<file path="src/rtl/bootprom_ctl.sv">
// Read controller for a pair of 27256 boot PROMs (high/low byte) with a
// one-word read cache; all outputs registered, timing set by parameters.
module bootprom_ctl #(
  parameter int ACCESS_CYCLES  = 4,
  parameter int RECOVER_CYCLES = 1
) (
  input  logic        clk,
  input  logic        reset_n,
  input  logic        req,
  input  logic [14:0] addr,
  output logic [15:0] rdata,
  output logic        ack,
  output logic        busy,
  output logic [14:0] prom_a,
  output logic        prom_ce_n,
  output logic        prom_oe_n,
  input  logic [7:0]  prom_d_h,
  input  logic [7:0]  prom_d_l
);

  typedef enum logic [2:0] {
    IDLE    = 3'd0,
    SETUP   = 3'd1,
    ACCESS  = 3'd2,
    LATCH   = 3'd3,
    HIT     = 3'd4,
    RECOVER = 3'd5,
    WAITREL = 3'd6
  } state_t;

  // Counters run from N-1 down to 0 so a state lasts exactly N clocks.
  localparam logic [3:0] ACC_LOAD = 4'(ACCESS_CYCLES - 1);
  localparam logic [3:0] REC_LOAD = 4'(RECOVER_CYCLES - 1);

  state_t      state_r;
  logic [3:0]  cnt_r;
  logic [15:0] cache_data_r;
  logic [14:0] cache_addr_r;
  logic        cache_valid_r;

  // Access sequencer; PROM strobes are set on the transition into each state.
  always_ff @(posedge clk or negedge reset_n) begin
    if (!reset_n) begin
      state_r       <= IDLE;
      cnt_r         <= 4'd0;
      cache_data_r  <= 16'd0;
      cache_addr_r  <= 15'd0;
      cache_valid_r <= 1'b0;
      rdata         <= 16'd0;
      ack           <= 1'b0;
      busy          <= 1'b0;
      prom_a        <= 15'd0;
      prom_ce_n     <= 1'b1;
      prom_oe_n     <= 1'b1;
    end else begin
      ack <= 1'b0;
      case (state_r)
        IDLE: begin
          if (req) begin
            busy <= 1'b1;
            if (cache_valid_r && (addr == cache_addr_r)) begin
              state_r <= HIT;
            end else begin
              state_r   <= SETUP;
              prom_a    <= addr;
              prom_ce_n <= 1'b0;
              prom_oe_n <= 1'b1;
            end
          end else begin
            busy <= 1'b0;
          end
        end
        SETUP: begin
          state_r   <= ACCESS;
          cnt_r     <= ACC_LOAD;
          prom_ce_n <= 1'b0;
          prom_oe_n <= 1'b0;
        end
        ACCESS: begin
          if (cnt_r == 4'd0) begin
            state_r   <= LATCH;
            prom_oe_n <= 1'b1;
          end else begin
            cnt_r <= cnt_r - 4'd1;
          end
        end
        LATCH: begin
          cache_data_r  <= {prom_d_h, prom_d_l};
          cache_addr_r  <= prom_a;
          cache_valid_r <= 1'b1;
          rdata         <= {prom_d_h, prom_d_l};
          ack           <= 1'b1;
          state_r       <= RECOVER;
          cnt_r         <= REC_LOAD;
          prom_ce_n     <= 1'b1;
          prom_oe_n     <= 1'b1;
        end
        RECOVER: begin
          if (cnt_r == 4'd0) begin
            state_r <= WAITREL;
          end else begin
            cnt_r <= cnt_r - 4'd1;
          end
        end
        HIT: begin
          rdata   <= cache_data_r;
          ack     <= 1'b1;
          state_r <= WAITREL;
        end
        WAITREL: begin
          if (!req) begin
            state_r <= IDLE;
            busy    <= 1'b0;
          end else begin
            busy <= 1'b1;
          end
        end
        default: begin
          state_r   <= IDLE;
          busy      <= 1'b0;
          prom_ce_n <= 1'b1;
          prom_oe_n <= 1'b1;
        end
      endcase
    end
  end

endmodule

</file>
<file path="config.mk">
export PLATFORM = sky130hd
export DESIGN_NAME = bootprom_ctl
export DESIGN_NICKNAME = d
export VERILOG_FILES = /design/src/rtl/bootprom_ctl.sv
export SDC_FILE = /design/constraint.sdc
export NUM_CORES = 1
export LEC_CHECK = 0
export BUFFER_PORTS_ARGS = -buffer_cell sky130_fd_sc_hd__buf_2
export CORE_ASPECT_RATIO = 1.25
export CORE_MARGIN = 8
export CORE_UTILIZATION = 49
export CTS_CLUSTER_DIAMETER = 80
export CTS_CLUSTER_SIZE = 10
export DETAILED_ROUTE_END_ITERATION = 10
export PLACE_DENSITY = 0.81
export SLEW_MARGIN = 20
export SYNTH_ARGS = -nofsm -noshare
export SYNTH_HDL_FRONTEND = slang
export SYNTH_SLANG_ARGS = --single-unit
</file>
<file path="constraint.sdc">
create_clock -name clk -period 1.8 [get_ports clk]
set_clock_uncertainty 0.2 [all_clocks]
set_input_delay 0.36 -clock clk [delete_from_list [all_inputs] [get_ports clk]]
set_output_delay 0.36 -clock clk [all_outputs]
set_load 0.005 [all_outputs]
</file>
Word-level counts from Yosys, hierarchy flattened

Index checks and enable logic that the tools add are counted.
W data, S select, Z words.

Reductions and logical operators: 16
Bitwise logic cells: 3
Mux-type cells: 19
$add $sub $neg: 1
Equal/unequal tests: 13

Operators with widths:

| cell                  | count |
|---|---|
| $pmux W16 S2          | 1 |
| $pmux W3 S7           | 1 |
| $eq A15 B15 Y1        | 1 |
| $mux W3               | 5 |
| $ne A2 B2 Y1 const B  | 6 |
| $pmux W4 S3           | 1 |
| $eq A3 B3 Y1 const B  | 3 |
| $reduce_and A4 Y1     | 2 |
| $mux W1               | 7 |
| $eq A3 B2 Y1 const B  | 2 |
| $reduce_and A3 Y1     | 2 |
| $reduce_or A2 Y1      | 3 |
| $reduce_or A5 Y1      | 1 |
| $logic_not A4 Y1      | 1 |
| $mux W4               | 1 |
| $pmux W1 S4           | 1 |
| $reduce_or A4 Y1      | 1 |
| $sub A4 B1 Y4 const B | 1 |
| $eq A3 B1 Y1 const B  | 1 |
| $logic_not A3 Y1      | 1 |
| $not A1 Y1            | 3 |
| $pmux W1 S3           | 1 |
| $reduce_bool A3 Y1    | 1 |
| $reduce_or A3 Y1      | 1 |
| 4 further kinds       | 4 |

Output and inout port bits: 35
Flip-flop bits (word level): 74
Input port bits: 34
Word-level logic and storage cells: 63

Longest topological paths before layout

Gate-level depths: netlist (run 1).

Word-level depth: 5
Depth in mapped cells: 7

Least setup slack after synthesis (run 1)

Ideal clock, no wire load.

Kind: register -> register
From: register cache_addr_r[2]
To: register prom_a[0]
Setup slack: -122 ps
Clock period less this slack: 1922 ps
Arrival: 1597 ps
Stages on the path, launching flop included: 7
Setup time: 125 ps
Cell sequence: dfrtp_1 xnor2_1 nand4_1 nor4_4 nor2_4 buf_6 mux2_4

Word-level cells in the longest chain between the ends: 4

RTL lines:

| item                               | RTL line | source |
|---|---|---|
| start: declaration                 | 38       | `logic [14:0] cache_addr_r;` |
| start signal: assignment           | 89       | `cache_addr_r <= prom_a;` |
| $eq A15 B15 Y1                     | 61       | `if (cache_valid_r && (addr == cache_addr_r)) begin` |
| $logic_and A1 B1 Y1                | 61       |  |
| $not A1 Y1 (no source line)        | n/a      |  |
| $reduce_and A3 Y1 (no source line) | n/a      |  |
| end signal: assignment             | 65       | `prom_a <= addr;` |
| end: declaration                   | 14       | `output logic [14:0] prom_a,` |

Every way passes these cells.
A chain may end at the register's enable or synchronous reset.

Worst setup path in the final report (run 1)

From: register cache_addr_r[10]
To: register prom_a[3]

The elaborated chain is that of the path after synthesis.

==> results of run 1 <==
final cells by class:
| type | instances | share of cell area [%] |
|---|---|---|
| clock buffers | 11 | 3.134 |
| clock inverters | 5 | 1.343 |
| inverters | 6 | 0.5373 |
| multi-input cells | 246 | 34.36 |
| flip-flops and latches | 74 | 44.24 |
| well taps | 87 | 2.597 |
| repair buffers | 95 | 13.79 |
layer usage:
metal | routed length, um | track usage, % | up-vias
met5 | 10 | 0 | -
met4 | 78 | 7.032 | 2
met3 | 424 | 3.820 | 8
met2 | 3697 | 26.91 | 71
met1 | 3071 | 19.53 | 1251
li1 | - | - | 1299
kinds of logic (layout without fill, tap and decap cells):
kind of cell,count (synthesis),in the layout,synth area share (%)
simple gates,179,180,23.21
xor+xnor,15,15,3.996
buf+inv,22,117,2.816
fa+ha+maj,3,3,1.065
flops,74,74,56.39
mux,15,15,6.278
compound gates,33,33,6.241
cells in the mapped netlist, types with 3 or more instances:
library cell | instances | area, um2
sky130_fd_sc_hd__nand2_1 | 133 | 499.2
sky130_fd_sc_hd__nand2b_1 | 3 | 18.77
sky130_fd_sc_hd__nand4_1 | 4 | 25.02
sky130_fd_sc_hd__o21ai_0 | 9 | 45.04
sky130_fd_sc_hd__inv_1 | 6 | 22.52
sky130_fd_sc_hd__mux2_2 | 5 | 56.30
sky130_fd_sc_hd__dfrtp_1 | 72 | 1802
sky130_fd_sc_hd__nor3_1 | 3 | 15.01
sky130_fd_sc_hd__mux2_4 | 10 | 150.1
sky130_fd_sc_hd__a21oi_1 | 11 | 55.05
sky130_fd_sc_hd__nand3_1 | 15 | 75.07
sky130_fd_sc_hd__clkbuf_1 | 11 | 41.29
sky130_fd_sc_hd__nor2_1 | 10 | 37.54
sky130_fd_sc_hd__xnor2_1 | 15 | 131.4
flip-flops by register name, indices dropped and copies added (netlist names), 3 cells and up:
signal        flops
cache_data_r     16
rdata            16
prom_a           15
cnt_r             4
state_r           3
cache_addr_r     15
worst reg2reg max path: cells and delay by family (launching register included):
kind / cells / cell delay (ps)
and+or+nand+nor: 3 / 560
DFF: 1 / 400
muxes: 1 / 320
xor gates and xnor gates: 1 / 220
buffers and inverters: 1 / 180
repair_timing:
action,4_1_cts,5_1_grt
resized for setup,11,15
cloned,0,1
pin swaps,11,8
setup endpoints to repair,21,69
hold endpoints to repair,72,0
hold buffers,1,0
buffers inserted,4,3
stage by stage:
step	total power [uW]	area [um2]	utilization, %	std cells	setup TNS (ps)
after floorplan	4969	3297	-	341	-1177
after global placement	5992	3840	58.86	499	-4824
after detailed placement	6161	3840	58.86	499	-5131
after CTS	7536	4103	62.89	520	-3425
after global routing	8223	4192	64.25	524	-4676
final	7575	4192	64.25	524	-2675
cell usage in the layout (no fill, tap or decap), types with 4 or more instances in the layout:
master / synthesis / final
sky130_fd_sc_hd__a21oi_1: 11 / 10
sky130_fd_sc_hd__buf_2: 2 / 68
sky130_fd_sc_hd__buf_4: 0 / 22
sky130_fd_sc_hd__clkbuf_8: 0 / 9
sky130_fd_sc_hd__dfrtp_1: 72 / 72
sky130_fd_sc_hd__mux2_2: 5 / 5
sky130_fd_sc_hd__mux2_4: 10 / 10
sky130_fd_sc_hd__nand2_1: 133 / 133
sky130_fd_sc_hd__nand3_1: 15 / 15
sky130_fd_sc_hd__nand4_1: 4 / 4
sky130_fd_sc_hd__nor2_1: 10 / 10
sky130_fd_sc_hd__o21ai_0: 9 / 5
sky130_fd_sc_hd__xnor2_1: 15 / 13
power breakdown:
part	total, uW	switching [uW]	internal [uW]
Clock	1210	572	639
Sequential	3020	525	2490
Combinational	3350	1710	1640
Total	7580	2810	4770
path summary, 6_finish.rpt:
path                                   from               end  slack (ps)
setup reg to reg           cache_addr_r[10]         prom_a[3]        -190
setup / recovery           cache_addr_r[10]         prom_a[3]        -190
min in group asynchronous           reset_n     cache_valid_r         380
hold / removal                  prom_d_h[6]  cache_data_r[14]          40
hold reg to reg                    rdata[2]          rdata[2]         270
max in group asynchronous           reset_n          rdata[6]         690
==> impl_summary.txt, run 1 <==
----------------------------------------------------
[Floorplan]
  Placeable Area ... approximately 6500 um2
  DIE AREA ... between 9000 and 10000 um2
  Ports ... a little under 70
  Chip Height ... 107.6 um
  Initial core utilization ... 50.40%
  Floorplan die width ... just under 90 um
  Row Count ... 33

[Yosys]
  Summed instance area of the synthesized netlist ... between 3000 and 4000 um2
  Number of flops mapped to enable cells by yosys ... 0
  Top FF cell, synth ... sky130_fd_sc_hd__dfrtp_1
  Average cell area after synthesis ... a little under 10 um2
  Post-synthesis sequential area ratio ... between 50 and 60%
  Post-synthesis net count ... between 300 and 400
  Yosys synthesis warning count ... 0
  Synth Register Bits ... 74
  Unique masters post-synth ... 39
  Post-synthesis instance total ... approximately 340
  Share of synthesized registers carrying an async set or reset ... between 90% and 100%

[Timing]
  Portion of the clock cycle consumed by the worst path in the final layout ... 110.5%
  Worst hold margin ... about 42 ps
  Setup repair after global routing missed its margin ... yes
  Final Hold Violating Endpoints ... 0
  Clock period minus final worst setup slack ... about 2000 ps
  Fin. max-slew vios ... 0
  Setup WS post-layout ... -189.6 ps
  Final count of negative-setup-slack endpoints ... 19
  Peak clock frequency supported by timing ... 502.6 MHz
  Worst-Margin Slew ... 398.2 ps
  Relative max-transition margin ... roughly three quarters

[Clocking]
  CTS tree ... yes
  Clock-pin transition on the worst setup and hold timing paths ... roughly 80 ps
  CTS Root Cell ... sky130_fd_sc_hd__clkbuf_8
  Total CTS buffers ... 9
  Depth of the CTS H-tree ... 3
  Clock sink total ... 74
  Max clock buf depth ... 2
  Latest clock arrival within the worst-skew pair ... between 300 and 400 ps

[GRT]
  Global route overflow ... 0
  Number of antenna violations at the first check in global routing ... 1
  Via count of the first global-routing pass ... between 2000 and 3000
  Wire length of the first global-routing pass ... around 12 mm
  GRT Resource Usage Total ... between 15 and 20%
  Maximum number of pins on one net before global-route repair ... 75

[Finish]
  Sequential cell area ... around 1900 um2
  Area taken by multi-input logic gates ... 1440 um2
  Ant. Diodes ... 0
  Fillers ... 558
  Final nets ... approximately 470
  Fraction of final layout cells sized beyond drive strength 1 ... about a third
  Area growth, synth to finish ... 27.47%

[Worst setup path]
  WP buf/inv ... 1
  Delay-heaviest family, CP ... simple AND/OR/NAND/NOR gates
  Category of the critical setup timing path ... reg -> reg
  Capturing element type of the critical path ... flip-flop
  Largest stage delay on the critical path ... ~400 ps
  Cell breakdown of the critical path ... xnor2_1, nand4_1, nor4_4, buf_4, nor2_4, mux2_4
  Worst Reg-to-Reg Cells ... 6
  CP Launch Type ... flip-flop
  Data arrival at the endpoint of the critical path ... approximately 2000 ps
  Max FO, Critical Path ... 8
  Data required time at the worst endpoint ... between 1500 and 2000 ps
  Logic depth of the worst setup path including buffers ... 6
  Worst path slowest cell ... sky130_fd_sc_hd__dfrtp_1

[Run status]
  Failing checks ... negative setup slack
  Run status ... complete, but fails checks

[Routing]
  DR iter-0 viols ... 96
  Drt wl/cell ... around 14 um
  Via Count ... around 2600
  Routed wire length ... 7.282 mm
  Pre-Repair DR Iteration Count ... 4
  DRT antenna net count ... 0
  Number of remaining DRC errors ... 0
  Average via count per standard cell ... between 5 and 6

[Placed design]
  Routability-driven placement congestion ratio ... 0.8578
  Dpl ws ... -330.4 ps
  Estimated wirelength of the detail-placed design ... ~5.1 mm
  Count of input and output buffers ... 68

[Hold path]
  Hold Path Stages ... 3
  Path type of the worst min-delay path ... in -> reg

[Power and ir drop]
  Largest voltage drop on the vdd net ... ~900 uV
  Leakage power ... 0.002125 uW
  Power density cells ... 1807 nW/um2

[Job]
  Maximum Capacitance Violations ... 0

----------------------------------------------------
No activity file was read; power rests on OpenSTA's default activity.
==> run 2: changes to the inputs <==
--- a/config.mk
+++ b/config.mk
@@ -8,12 +8,13 @@
 export BUFFER_PORTS_ARGS = -buffer_cell sky130_fd_sc_hd__buf_2
 export CORE_ASPECT_RATIO = 1.25
 export CORE_MARGIN = 8
-export CORE_UTILIZATION = 49
+export CORE_UTILIZATION = 53
 export CTS_CLUSTER_DIAMETER = 80
-export CTS_CLUSTER_SIZE = 10
+export CTS_CLUSTER_SIZE = 16
 export DETAILED_ROUTE_END_ITERATION = 10
-export PLACE_DENSITY = 0.81
+export PLACE_DENSITY = 0.83
 export SLEW_MARGIN = 20
 export SYNTH_ARGS = -nofsm -noshare
 export SYNTH_HDL_FRONTEND = slang
 export SYNTH_SLANG_ARGS = --single-unit
+export TNS_END_PERCENT = 20
==> constraint.sdc (replaced) <==
create_clock -name clk -period 2.2 [get_ports clk]
set_clock_uncertainty 0.2 [all_clocks]
set_input_delay 0.44 -clock clk [delete_from_list [all_inputs] [get_ports clk]]
set_output_delay 0.44 -clock clk [all_outputs]
set_load 0.005 [all_outputs]
==> run 2 against run 1 <==
Compared with the run above: global-route usage increased by 1.3 points; first-iteration DRC count increased by 41%; critical endpoint is now prom_a[11]; maximum frequency decreased by 4.8%; non-clock buffer count decreased by 13; critical path depth decreased by 2; worst hold slack improved by 67 ps; largest cell class unchanged; power decreased by 19%; die area decreased by 6.3%; the flow now finishes without violations.
==> impl_summary.txt, run 2 (synthesis gave the netlist of run 1 again) <==
----------------------------------------------------
[Worst setup path]
  Reg-to-reg critical path startpoint ... state_r[1]
  Data arrival at the endpoint of the critical path ... 2120 ps (+120 ps)
  Delay-heaviest family, CP ... simple AND/OR/NAND/NOR gates
  Launch point of the worst path ... state_r[1]
  Cell breakdown of the critical path ... nor3_1, nand2_1, nor2_4, mux2_2
  Data required time at the worst endpoint ... 2230 ps (+420 ps)
  WP buf/inv ... 0 (-1)
  Max FO, Critical Path ... 15 (+7)
  Largest stage delay on the critical path ... 480 ps (+80 ps)
  CP Launch Type ... flip-flop
  Capturing element type of the critical path ... flip-flop
  Category of the critical setup timing path ... reg -> reg
  Worst path slowest cell ... sky130_fd_sc_hd__nor2_4

[Floorplan]
  Initial core utilization ... 54.03% (+3.6 points)
  Chip Height ... 104.1 um (-3.3%)
  Row Count ... 32 (-3.0%)
  Floorplan die width ... 86.45 um (-3.2%)
  Placeable Area ... 6086 um2 (-6.7%)
  DIE AREA ... 8996 um2 (-6.3%)
  Ports ... 69 (unchanged)

[Clocking]
  Depth of the CTS H-tree ... 3 (unchanged)
  Clock sink total ... 74 (unchanged)
  Clock-pin transition on the worst setup and hold timing paths ... 80 ps (about the same)
  Total CTS buffers ... 9 (unchanged)
  Latest clock arrival within the worst-skew pair ... 340 ps (about the same)
  CTS tree ... yes
  Max clock buf depth ... 2 (unchanged)
  CTS Root Cell ... sky130_fd_sc_hd__clkbuf_8
  Number of buffers inserted to repair setup after CTS ... 0 (-4)

[Routing]
  Number of remaining DRC errors ... 0 (unchanged)
  Drt wl/cell ... 14.53 um (+4.6%)
  Average via count per standard cell ... 5.091 (+1.4%)
  DRT antenna net count ... 0 (unchanged)
  Routed wire length ... 7.383 mm (+1.4%)
  DR iter-0 viols ... 135 (+41%)
  Pre-Repair DR Iteration Count ... 6 (+2)
  Via Count ... 2586 (-1.7%)

[GRT]
  Via count of the first global-routing pass ... 2776 (+0.54%)
  Maximum number of pins on one net before global-route repair ... 75 (unchanged)
  Wire length of the first global-routing pass ... 12.78 mm (+3.2%)
  Number of antenna violations at the first check in global routing ... 0 (-1)
  Global route overflow ... 0 (unchanged)
  GRT Resource Usage Total ... 17.55% (+1.3 points)

[Finish]
  Registers with the most flip-flops ... cache_data_r x16, rdata x16
  Area growth, synth to finish ... 22.18%
  Ant. Diodes ... 0 (unchanged)
  Final nets ... 454 (-3.0%)
  Fraction of final layout cells sized beyond drive strength 1 ... 27.90% (-6.0 points)
  Highest-count cells in the layout ignoring fill and taps ... sky130_fd_sc_hd__nand2_1 (133), sky130_fd_sc_hd__dfrtp_1 (72), sky130_fd_sc_hd__buf_2 (68)
  Fillers ... 504 (-9.7%)
  Final core utilization ... 66.02% (+1.8 points)
  Most common cell after layout, fill and taps aside ... sky130_fd_sc_hd__nand2_1

[Job]
  Maximum Capacitance Violations ... 0 (unchanged)

[Placed design]
  Estimated wirelength of the detail-placed design ... 5.175 mm (+1.7%)
  Routability-driven placement congestion ratio ... 0.7938 (-7.5%)
  Count of input and output buffers ... 68 (unchanged)

[Timing]
  Final count of negative-setup-slack endpoints ... 0 (-19)
  Fin. max-slew vios ... 0 (unchanged)
  Clock period minus final worst setup slack ... 2090 ps (+100.1 ps)
  Setup TNS after final layout ... 0 ps (+2675 ps)
  Portion of the clock cycle consumed by the worst path in the final layout ... 94.99% (-16 points)
  Final Hold Violating Endpoints ... 0 (unchanged)
  Worst-Margin Slew ... 576.9 ps (+178.8 ps)
  Peak clock frequency supported by timing ... 478.5 MHz (-4.8%)
  Relative max-transition margin ... 61.45% (-12 points)
  Setup repair after global routing missed its margin ... no

[Power and ir drop]
  Largest voltage drop on the vdd net ... 826.0 uV (-8.3%)
  Leakage power ... 0.002054 uW (-3.3%)
  Power density cells ... 1527 nW/um2 (-16%)

[Hold path]
  Path type of the worst min-delay path ... in -> reg
  Launch point of the worst hold path ... prom_d_h[1]

[Run status]
  Run status ... completed

----------------------------------------------------
run 2: report_power, final:
part	internal (uW)	total, uW	leakage (uW)	switching, uW
registers	2040	2460	0.000902	421
clock network	682	1210	0.000117	531
logic	1140	2460	0.00103	1330
run 2: per-stage QoR:
stage / total power (uW) / setup slack [ps] / instance area, um2 / hold slack (ps) / instances
5_1_grt: 6618 / 9.641 / 4018 / 104.4 / 508
3_3_place_gp: 4808 / 65.81 / 3775 / 248.7 / 491
2_1_floorplan: 4058 / 232.2 / 3288 / -55.59 / 341
6_report: 6133 / 110.3 / 4018 / 108.9 / 508
3_5_place_dp: 4960 / 42.01 / 3775 / 256.9 / 491
4_1_cts: 6196 / 48.98 / 4018 / 95.11 / 508
run 2: cell type report:
type,count,area (um2),share of cell area [%]
clock buffer,10,137.6,3.426
clock inverter,6,95.09,2.367
inverter,6,22.52,0.5606
multi-input combinational,245,1341,33.39
sequential,74,1854,46.15
tap,85,106.4,2.647
timing repair buffer,82,460.4,11.46
run 2: worst paths after layout:
kind	end	slack, ps	cells past startpoint
max	prom_a[11]	110	4
min reg2reg	rdata[2]	280	2
max reg2reg	prom_a[11]	110	4
max in group asynchronous	rdata[15]	1010	3
min	cache_data_r[9]	110	3
min in group asynchronous	prom_a[13]	440	3
run 2: routing by layer:
layer	global-route usage [%]	up-vias	routed length (um)
met2	29.78	66	3848
li1	-	1265	-
met3	4.585	13	341
met5	0	-	0
met4	8.148	0	147
met1	19.81	1242	3045
run 2: what timing repair did:
item | CTS | global route
gates resized for setup | 0 | 0
hold buffers | 1 | 0
hold endpoints to repair | 72 | 0
setup endpoints to repair | 0 | 5
run 2: worst register-to-register path, delay by kind of cell (launching register included):
kind	cells	cell delay, ps
DFF	1	380
and+or+nand+nor	3	990
muxes	1	420
